## src/rtl/rr_select_arbiter.sv

```systemverilog
// Round-robin arbiter driving the 3:8 select decoder.
// Holds each grant until done or timeout, then rotates priority.
module rr_select_arbiter #(
  parameter int N_REQ   = 8,
  parameter int IDX_W   = 3,
  parameter int TIMEOUT = 16,
  parameter int CNT_W   = 5
) (
  input  logic             clk,
  input  logic             rst,
  input  logic             en,
  input  logic [N_REQ-1:0] req,
  input  logic             done,
  output logic [IDX_W-1:0] grant_idx,
  output logic             grant_valid,
  output logic             timeout,
  output logic             busy
);

  typedef enum logic {
    IDLE,
    GRANT
  } state_t;

  localparam logic [CNT_W-1:0] TLAST =
    CNT_W'(TIMEOUT > 0 ? TIMEOUT - 1 : 0);
  localparam logic [CNT_W-1:0] TMAX =
    CNT_W'(TIMEOUT);

  state_t           state;
  state_t           state_nx;
  logic [IDX_W-1:0] last_idx;
  logic [IDX_W-1:0] last_nx;
  logic [IDX_W-1:0] idx_nx;
  logic [IDX_W-1:0] winner;
  logic [IDX_W-1:0] cand;
  logic [CNT_W-1:0] timer;
  logic [CNT_W-1:0] timer_nx;
  logic             found;
  logic             valid_nx;
  logic             to_nx;
  logic             expire;

  // Search starts just after the last winner and wraps modulo N_REQ.
  always_comb begin
    winner = '0;
    found  = 1'b0;
    cand   = '0;
    for (int k = 1; k <= N_REQ; k++) begin
      cand = last_idx + IDX_W'(k);
      if (!found && req[cand]) begin
        winner = cand;
        found  = 1'b1;
      end
    end
  end

  assign expire = (TIMEOUT != 0) && (timer == TLAST);

  always_comb begin
    state_nx = state;
    last_nx  = last_idx;
    idx_nx   = grant_idx;
    valid_nx = grant_valid;
    timer_nx = timer;
    to_nx    = 1'b0;
    unique case (state)
      IDLE: begin
        if (en && found) begin
          idx_nx   = winner;
          valid_nx = 1'b1;
          timer_nx = '0;
          state_nx = GRANT;
        end
      end
      GRANT: begin
        timer_nx = (timer == TMAX) ? timer : timer + 1'b1;
        if (done || expire) begin
          valid_nx = 1'b0;
          last_nx  = grant_idx;
          timer_nx = '0;
          state_nx = IDLE;
          to_nx    = !done;
        end
      end
      default: state_nx = IDLE;
    endcase
  end

  always_ff @(posedge clk) begin
    if (rst) begin
      state       <= IDLE;
      last_idx    <= '1;
      grant_idx   <= '0;
      grant_valid <= 1'b0;
      timeout     <= 1'b0;
      timer       <= '0;
    end else begin
      state       <= state_nx;
      last_idx    <= last_nx;
      grant_idx   <= idx_nx;
      grant_valid <= valid_nx;
      timeout     <= to_nx;
      timer       <= timer_nx;
    end
  end

  assign busy = grant_valid;

endmodule

```

## config.mk

```make
export PLATFORM = sky130hd
export DESIGN_NAME = rr_select_arbiter
export DESIGN_NICKNAME = d
export VERILOG_FILES = /design/src/rtl/rr_select_arbiter.sv
export SDC_FILE = /design/constraint.sdc
export NUM_CORES = 1
export LEC_CHECK = 0
export ABC_AREA = 1
export CORE_MARGIN = 2
export CORE_UTILIZATION = 50
export CTS_CLUSTER_SIZE = 14
export DETAILED_ROUTE_END_ITERATION = 8
export PLACE_DENSITY_LB_ADDON = 0.25
export SYNTH_ARGS = -nofsm -noshare
export SYNTH_HDL_FRONTEND = slang
export SYNTH_SLANG_ARGS = --single-unit
```

## constraint.sdc

```tcl
create_clock -name clk -period 4.5 [get_ports clk]
set_input_delay 0.675 -clock clk [delete_from_list [all_inputs] [get_ports clk]]
set_output_delay 0.675 -clock clk [all_outputs]
set_load 0.05 [all_outputs]
```

==> results of run 1 <==
==> flip-flops by register name, summed over array words and instances (netlist names) <==
name       flops
timer          5
last_idx       3
busy           1
timeout        1
state          1
grant_idx      3
==> tightest hold or removal path: stages (launching register included) <==
cell and delay (ns):
dfxtp_1 0.33, nand2_1 0.07, a21oi_1 0.06
==> path summary, 6_finish.rpt <==
kind                                     end  cells after the start    startpoint
worst min-delay path            grant_idx[1]                      2  grant_idx[1]
worst max-delay path                timer[1]                     16   last_idx[0]
worst min register to register  grant_idx[1]                      2  grant_idx[1]
worst max register to register      timer[1]                     16   last_idx[0]
==> cells in the final DEF, fill, tap and decap left out <==
cell / instances
a31oi_1: 2
nand4_4: 1
o21a_1: 1
o21ai_1: 2
a211oi_1: 1
clkbuf_4: 3
nor2_1: 19
inv_2: 3
nand4_1: 5
a21oi_2: 1
nand3_4: 1
o211ai_1: 3
inv_1: 25
o21ai_0: 3
xor2_1: 2
nand2_2: 7
nand3b_1: 1
a21oi_1: 6
nor2_4: 1
xnor2_1: 2
nand3_1: 26
nand2_1: 63
a21boi_0: 1
ha_1: 5
inv_4: 1
nand3_2: 10
nand2_4: 6
dfxtp_1: 14
nor3_1: 3
nor2_8: 1
o22ai_1: 1
clkdlybuf4s50_1: 17
==> per-layer routing <==
layer	wire length, um	part of all wire (%)
met5	0	0
met3	219	6.7
met4	14	0.43
met1	1590	48
met2	1460	44
==> power by group through the flow <==
| stage | clock network [mW] | logic (mW) | registers [mW] |
|---|---|---|---|
| finish | 0.0698 | 0.221 | 0.145 |
| floorplan | 0 | 0.161 | 0.155 |
| detailed placement | 0 | 0.219 | 0.148 |
| global route | 0.0771 | 0.246 | 0.147 |
| global placement | 0 | 0.220 | 0.147 |
| CTS | 0.0718 | 0.220 | 0.145 |
==> cell families (layout without fill, tap and decap cells) <==
kind of cell               after synthesis  after routing
AOI/OAI and AO/OA                       21             21
xor gates and xnor gates                 4              4
adders and majority gates                5              5
buffers and inverters                   35             49
DFF                                     14             14
and+or+nand+nor                        144            144
==> cell type report <==
cell class / count / area [sq um] / share of cell area, %
well taps: 31 / 38.8 / 2.39
repair buffers: 17 / 170 / 10.5
multi-input cells: 174 / 998 / 61.6
inverters: 29 / 111 / 6.87
flip-flops and latches: 14 / 280 / 17.3
clock buffers: 3 / 22.5 / 1.39
==> results.cfg, run 1 <==
[logic_synthesis]
synth_enable_flop_cells = 0
syn_avg_cell_area_sq_um = 6.45
synthDominantCellAreaShare_pct = 19.5
yosys_warnings = 0
synth_simple_gate_area_share_pct = 53.8
synth_nets = 240
synth_common_cells = nand2_1, nand3_1, inv_1
synthMuxAreaShare_pct = 0
ys_seq_area_share_pct = 19.5
yosysUniqueCellTypes = 33
postSynth.topFlopCell = dfxtp_1
post_synth_instance_area_sq_um = 1440
postSynth.asyncResetShare_pct = 0
synthTopCellsByArea = dfxtp_1, nand2_1, nand3_1
share_of_synthesized_cell_area_in_full_adder_half_adder_and_majority_cells_pct = 4.35
synth_compound_gate_area_share_pct = 8.88
main_combinational_cell_family_by_area_after_synthesis = simple AND/OR/NAND/NOR gates
synthXorXnorAreaFrac_pct = 2.44
synth.ff_latch_count = 14
top_count_cell_post_synth = nand2_1
synthCells = 223
synthDominantAreaCellType = dfxtp_1

[layout]
finished_core_util_pct = 59.3
layout_cell_share_with_drive_strength_beyond_1_pct = 14.8
area_delta_synth_final_pct = 12.8
final_nets = 256
antenna-diode-count = 0
final_design_area_no_fill_sq_um = 1620
fillCellCount = 270
post_layout_nonfiller_instances = 268

[worst_setup_path]
worst_path_dominant_cell_family = simple AND/OR/NAND/NOR gates
cpMostUsedCell = nand2_4
setup.worst_path.start_class = register
wp_data_arrival_ns = 2.94
crit_path_max_incr_delay_ns = 0.62
critical_path.n_buffers_inverters = 2
timing.reg2reg.setup_slack_ns = 1.73
critical_path.cell_chain = inv_4 -> ha_1 -> inv_2 -> nand3_2 -> nand3_2 -> nand2_4 -> nor2_8 -> nand4_4 -> nor2_4 -> nand3_4 -> nand2_4 -> nand2_4 -> nand2_4 -> nand2_1 -> nand2_1 -> nor2_1
critical_path.max_fanout = 11
timing.critical_path.slowest_stage_cell = dfxtp_1
critPathCaptureType = register
worst-setup-path-type = reg -> reg
worstPathRequired_ns = 4.67

[global_route]
groute.layer.met1.usage_pct = 32.3
globalRouteMet3Util_pct = 6.03
grt_first_pass_wirelength_mm = 5.65
grt_antenna_before_repair = 0
met2_usage_pct = 30.8
grt_overflow = 0
highest_utilization_routing_layer_at_the_global_route_stage = met1
pin_count_of_the_biggest_net_entering_global_routing = 12
number_of_global_route_vias_before_repair = 1233
total_grt_usage_pct = 21.4

[sta]
hold-worst-slack_ns = 0.492
rsz0062_at_grt = false
achievable-frequency_ghz = 0.361
final_period_minus_worst_setup_slack_ns = 2.77
hold_violations = 0
worst_slew_pin_slew_ns = 0.562
finalSetupTns_ns = 0
timing.max_slew.rel_slack_pct = 62.2
final_min_period_over_clock_period_pct = 61.5
clock-skew-final_ns = 0.00173
setup_ws_ns = 1.73
setup-violations-final = 0
finalMaxSlewViolations = 0

[die]
top_level_ports = 18
placeableCoreArea_sq_um = 2730
starting_density_of_the_core_pct = 52.6
die-area_sq_um = 3320
die_w_um = 57.6
placementRows = 19
dieHeight_um = 57.6

[clocking]
cts_made_buffers = 3
postCtsHoldBufs = 0
clkSinkCount = 14
cts.root.buffer_cell = clkbuf_4
cts_resized = 0
cts.htree.levels = 1
worst_setup_hold_path_clk_slew_ns = 0.08
clk_latency_ns = 0.28
cts_tree = yes
post_cts.repair.setup_buffers = 0
cts_max_path_buffers = 2

[pwr]
total_leakage_power_nw = 0.768
power.share.clock_pct = 16.0
finalPower_uw = 435
power_density_nw_per_um2 = 269
internal_power_uw = 239
peak_supply_drop_uv = 229
share_comb_of_total_power_pct = 50.7
sequentialPowerShare_pct = 33.3
power.share.switching_pct = 45.1
switchingPower_uw = 196

[place]
post_dp_cell_area_sq_um = 1600
numPlacedInstances = 265
io_buffers = 17
place_hpwl_mm = 2.66
dp_slack_ns = 1.74
routabilityCongestion = 0.944

[route]
first_pass_iters = 4
routedWlPerCell_um = 12.2
route.detailed.vias_per_inst = 5.44
detail-route-antenna-nets = 0
drtIter0Drc = 80
vias = 1459
drcViolationCount = 0
finalWirelength_mm = 3.28

[status]
status = complete, no violations

[worst_hold_path]
min_path_type = reg -> reg

[run]
max_cap_violations = 0
Power figures use the tool's default switching activity.
==> run 2: changes to the inputs <==
Clock period 4.5 ns to 2.3 ns, I/O delays scaled along.
==> run 2 against run 1 <==
Combinational power rose by 110%. Critical path depth is the same. Core utilization up 2.9 points. Sequential power rose by 92%. Non-clock buffer count increased by 6. Setup slack worse by 1.6 ns. Cell count up 2.6%. Worst hold slack worse by 0.0074 ns. Global-route usage is 0.056 points lower. Via count rose by 1.0%. Clock skew rose by 0.0044 ns.
==> results.cfg, run 2 (synthesis gave the netlist of run 1 again) <==
[sta]
final_min_period_over_clock_period_pct = 93.5
final_period_minus_worst_setup_slack_ns = 2.15
finalMaxSlewViolations = 0
rsz0062_at_grt = false
timing.max_slew.rel_slack_pct = 66.9
finalSetupTns_ns = 0
hold_violations = 0
worst_slew_pin_slew_ns = 0.494
clock-skew-final_ns = 0.00610
setup-violations-final = 0
achievable-frequency_ghz = 0.465

[worst_setup_path]
cpMostUsedCell = nand2_4
timing.reg2reg.setup_slack_ns = 0.15
reg2regPathDepth = 16
worst-setup-path-type = reg -> reg
critPathLaunch = last_idx[0]
crit_end = timer[1]
crit_path_max_incr_delay_ns = 0.39
wp_data_arrival_ns = 2.31
r2r_end = timer[1]
worstPathRequired_ns = 2.46
timing.critical_path.slowest_stage_cell = dfxtp_4
worst_path_dominant_cell_family = simple AND/OR/NAND/NOR gates
critPathCaptureType = register
critical_path.n_buffers_inverters = 2
crit-reg2reg-launch = last_idx[0]
setup.worst_path.start_class = register
critical_path.max_fanout = 8
cp.depth = 16
critical_path.cell_chain = inv_4 -> ha_4 -> inv_4 -> nand3_2 -> nand3_2 -> nand2_4 -> nor2_8 -> nand4_4 -> nor2_4 -> nand3_4 -> nand2_4 -> nand2_4 -> nand2_4 -> nand2_1 -> nand2_1 -> nor2_1

[route]
first_pass_iters = 4
drtIter0Drc = 60
vias = 1474
routedWlPerCell_um = 11.8
detail-route-antenna-nets = 0
drcViolationCount = 0
finalWirelength_mm = 3.24
route.detailed.vias_per_inst = 5.36

[layout]
area_delta_synth_final_pct = 18.3
largest_registers = timer x5, grant_idx x3, last_idx x3
finished_core_util_pct = 62.2
largest_register_ffs = 5
final_nets = 262
commonest_cells_after_routing_fill_and_taps_aside = nand2_1, nand3_1, inv_1
layout_cell_share_with_drive_strength_beyond_1_pct = 18.4
antenna-diode-count = 0
fillCellCount = 268
max_flop_register = timer
layout.cells.most_common = nand2_1
sequential_cell_area_sq_um = 285
multi_input_comb_area_sq_um = 1010

[place]
routabilityCongestion = 1.00
io_buffers = 17
place_hpwl_mm = 2.66

[run]
max_cap_violations = 0

[global_route]
grt_overflow = 0
grt_antenna_before_repair = 0
number_of_global_route_vias_before_repair = 1280
grt_first_pass_wirelength_mm = 5.60
total_grt_usage_pct = 21.3
pin_count_of_the_biggest_net_entering_global_routing = 12

[die]
die-area_sq_um = 3320
placementRows = 19
die_w_um = 57.6
dieHeight_um = 57.6
placeableCoreArea_sq_um = 2730
starting_density_of_the_core_pct = 52.6
top_level_ports = 18

[clocking]
clk_latency_ns = 0.28
post_cts.repair.setup_buffers = 0
cts_max_path_buffers = 2
postCtsHoldBufs = 0
cts_tree = yes
clkSinkCount = 14
cts.root.buffer_cell = clkbuf_4
cts.htree.levels = 1
cts_made_buffers = 3
worst_setup_hold_path_clk_slew_ns = 0.08

[status]
status = complete, no violations

[pwr]
power_density_nw_per_um2 = 533
total_leakage_power_nw = 0.803
peak_supply_drop_uv = 681

[worst_hold_path]
min_path_type = reg -> reg
## run 2: worst min-delay path: cells and delay by family, from the launching register on
kind / cells / cell delay, ns
AND/OR/NAND/NOR: 1 / 0.07
flip-flops: 1 / 0.32
AO/OA/AOI/OAI: 1 / 0.05
## run 2: worst min path at each step
stage,to,startpoint,slack (ns),cells after the start
2_1_floorplan,grant_idx[1],rst,0.41,1
3_3_place_gp,busy,busy,0.48,1
3_5_place_dp,timer[3],timer[3],0.48,2
4_1_cts,timer[3],timer[3],0.49,2
5_1_grt,timer[3],timer[3],0.50,2
6_report,timer[3],timer[3],0.48,2
## run 2: layout make-up
class                   count  share of cell area [%]
flip-flops and latches     14                    16.8
multi-input cells         174                    59.5
clock buffers               4                    2.13
well taps                  31                    2.28
repair buffers             23                    12.7
inverters                  29                    6.70
## run 2: timing repair
action | 4_1_cts | 5_1_grt
setup endpoints to repair | 0 | 9
resized for setup | 0 | 3
hold endpoints to repair | 0 | 0
## run 2: routing by layer
metal	part of all wire, %	track usage (%)	wire, um	vias up
li1	-	-	-	770
met1	51	32.1	1660	657
met2	43	30.8	1380	41
met3	4.9	5.13	158	6
met4	1.3	4.32	41	0
met5	0	0	0	-
## run 2: per-stage QoR
| step | power, mW | hold WS (ns) | std cells | cell area [sq um] | worst slack (ns) |
|---|---|---|---|---|---|
| final | 0.906 | 0.485 | 275 | 1700 | 0.150 |
| after global routing | 0.973 | 0.503 | 275 | 1700 | 0.00375 |
| after CTS | 0.908 | 0.492 | 275 | 1700 | 0.0245 |
| after detailed placement | 0.735 | 0.480 | 271 | 1660 | -0.0102 |
| after global placement | 0.732 | 0.481 | 271 | 1660 | 0.0467 |
| after floorplan | 0.626 | 0.414 | 223 | 1460 | 0.0270 |
## run 2: where the power goes
group / internal, mW / leakage [nW] / switching, mW / total (mW)
registers: 0.260 / 0.114 / 0.0186 / 0.278
logic: 0.162 / 0.668 / 0.293 / 0.455
clock network: 0.0963 / 0.0210 / 0.0767 / 0.173
total: 0.518 / 0.803 / 0.388 / 0.906
==> run 3: changes to the inputs <==
Settings changed: SETUP_SLACK_MARGIN from default to 0.15.
==> run 3 against run 2 <==
Maximum frequency grew 0.34%. Clock power up 2%. First-iteration DRC count up 65%. Largest cell class unchanged. Register-to-register slack barely moved. Non-clock buffer count up 15. Die area unchanged. Worst hold slack improved by 0.010 ns. Global-route usage grew 1.5 points.
==> results.cfg, run 3 (synthesis gave the netlist of run 1 again) <==
[die]
die_w_um = 57.6
placeableCoreArea_sq_um = 2730
placementRows = 19
dieHeight_um = 57.6
starting_density_of_the_core_pct = 52.6
top_level_ports = 18
die-area_sq_um = 3320

[worst_setup_path]
wp_data_arrival_ns = 2.31
critical_path.cell_chain = inv_4 -> ha_4 -> inv_6 -> nand3_4 -> nand3_4 -> nand2_4 -> nor2_8 -> nand4_4 -> nor2_4 -> buf_4 -> nand3_2 -> nor2_1 -> nor2_1 -> nand2_1 -> a21oi_1
crit_path_max_incr_delay_ns = 0.38
worst-setup-path-type = reg -> reg
worstPathRequired_ns = 2.47
setup.worst_path.start_class = register
critPathLaunch = last_idx[0]
timing.reg2reg.setup_slack_ns = 0.16
r2r_end = grant_idx[1]
timing.critical_path.slowest_stage_cell = dfxtp_4
critical_path.max_fanout = 6
reg2regPathDepth = 15
critPathCaptureType = register
crit-reg2reg-launch = last_idx[0]

[sta]
hold_violations = 0
finalSetupTns_ns = 0
timing.max_slew.rel_slack_pct = 67.0
finalMaxSlewViolations = 0
setup-violations-final = 0
rsz0062_at_grt = true
clock-skew-final_ns = 0.000335
final_period_minus_worst_setup_slack_ns = 2.14
final_min_period_over_clock_period_pct = 93.2
worst_slew_pin_slew_ns = 0.493
achievable-frequency_ghz = 0.467

[layout]
largest_register_ffs = 5
max_flop_register = timer
finished_core_util_pct = 70.1
final_nets = 277
final_design_area_no_fill_sq_um = 1920
antenna-diode-count = 0
area_delta_synth_final_pct = 33.2
layout_cell_share_with_drive_strength_beyond_1_pct = 27.8
post_layout_nonfiller_instances = 290
layout.cells.most_common = nand2_1
largest_registers = timer x5, grant_idx x3, last_idx x3
commonest_cells_after_routing_fill_and_taps_aside = nand2_1, inv_1, nand3_1

[route]
detail-route-antenna-nets = 0
vias = 1523
first_pass_iters = 4
drcViolationCount = 0
route.detailed.vias_per_inst = 5.25
routedWlPerCell_um = 12.3
drtIter0Drc = 99
finalWirelength_mm = 3.57

[clocking]
clk_latency_ns = 0.28
clkSinkCount = 14
worst_setup_hold_path_clk_slew_ns = 0.08
cts.htree.levels = 1
cts_max_path_buffers = 2
cts.root.buffer_cell = clkbuf_4
cts_made_buffers = 3
cts_tree = yes

[global_route]
total_grt_usage_pct = 22.8
number_of_global_route_vias_before_repair = 1421
grt_first_pass_wirelength_mm = 6.12
grt_overflow = 0
grt_antenna_before_repair = 0
pin_count_of_the_biggest_net_entering_global_routing = 12

[worst_hold_path]
hold-path-cell-count = 2
min_path_type = reg -> reg
hold-path-endpoint = timer[3]
hold_start = state

[pwr]
total_leakage_power_nw = 0.891
finalPower_mw = 1.01
power_density_nw_per_um2 = 525
peak_supply_drop_uv = 547

[place]
numPlacedInstances = 275
post_dp_cell_area_sq_um = 1700
routabilityCongestion = 0.881
io_buffers = 17
place_hpwl_mm = 2.66

[status]
status = complete, no violations

[run]
max_cap_violations = 0
[run 3: cell count changes in the layout (fill, tap and decap cells not counted), sizes merged]
cell / before / now
buf: 6 / 21
[run 3: critical path, delay by kind of cell (launching register included)]
kind            cells  cell delay [ns]
buf+inv             3             0.29
compound gates      1             0.05
simple gates       10             1.01
flops               1             0.38
fa+ha+maj           1             0.29
[run 3: what timing repair did]
| action | in CTS | in global routing |
|---|---|---|
| resized for setup | 2 | 21 |
| hold buffers | 0 | 0 |
| endpoints found under the hold margin | 0 | 0 |
| buffers inserted | 0 | 11 |
| pin swaps | 1 | 16 |
| endpoints found under the setup margin | 8 | 9 |
[run 3: worst max-delay path by stage]
stage,end,depth (start not counted)
6_report,grant_idx[1],15
5_1_grt,grant_idx[1],16
4_1_cts,timer[1],15
3_5_place_dp,timer[1],15
3_3_place_gp,timer[1],15
2_1_floorplan,timer[1],19
[run 3: final cells by class]
type	count	area (sq um)
clock buffer	4	36.3
fill	226	818
inverter	29	116
multi-input combinational	174	1100
sequential	14	292
tap	31	38.8
timing repair buffer	38	328
[run 3: report_power, final]
| group | switching, mW | internal (mW) | leakage, nW |
|---|---|---|---|
| sequential | 0.0183 | 0.259 | 0.115 |
| combinational | 0.329 | 0.222 | 0.755 |
| clock | 0.0809 | 0.0964 | 0.0210 |
[run 3: per-layer routing]
metal  vias up  routed length [um]  global-route usage [%]  part of all wire (%)
li1        803                   -                       -                     -
met1       676                1690                    32.1                    47
met2        40                1660                    36.9                    46
met5         -                   0                       0                     0
met3         4                 185                    2.68                   5.2
met4         0                  38                    6.64                   1.1
[run 3: stage by stage]
step / hold slack [ns] / setup slack, ns
global route: 0.530 / 0.00689
finish: 0.495 / 0.157
detailed placement: 0.477 / -0.0399
global placement: 0.478 / 0.0142
floorplan: 0.414 / 0.0811
CTS: 0.489 / 0.152
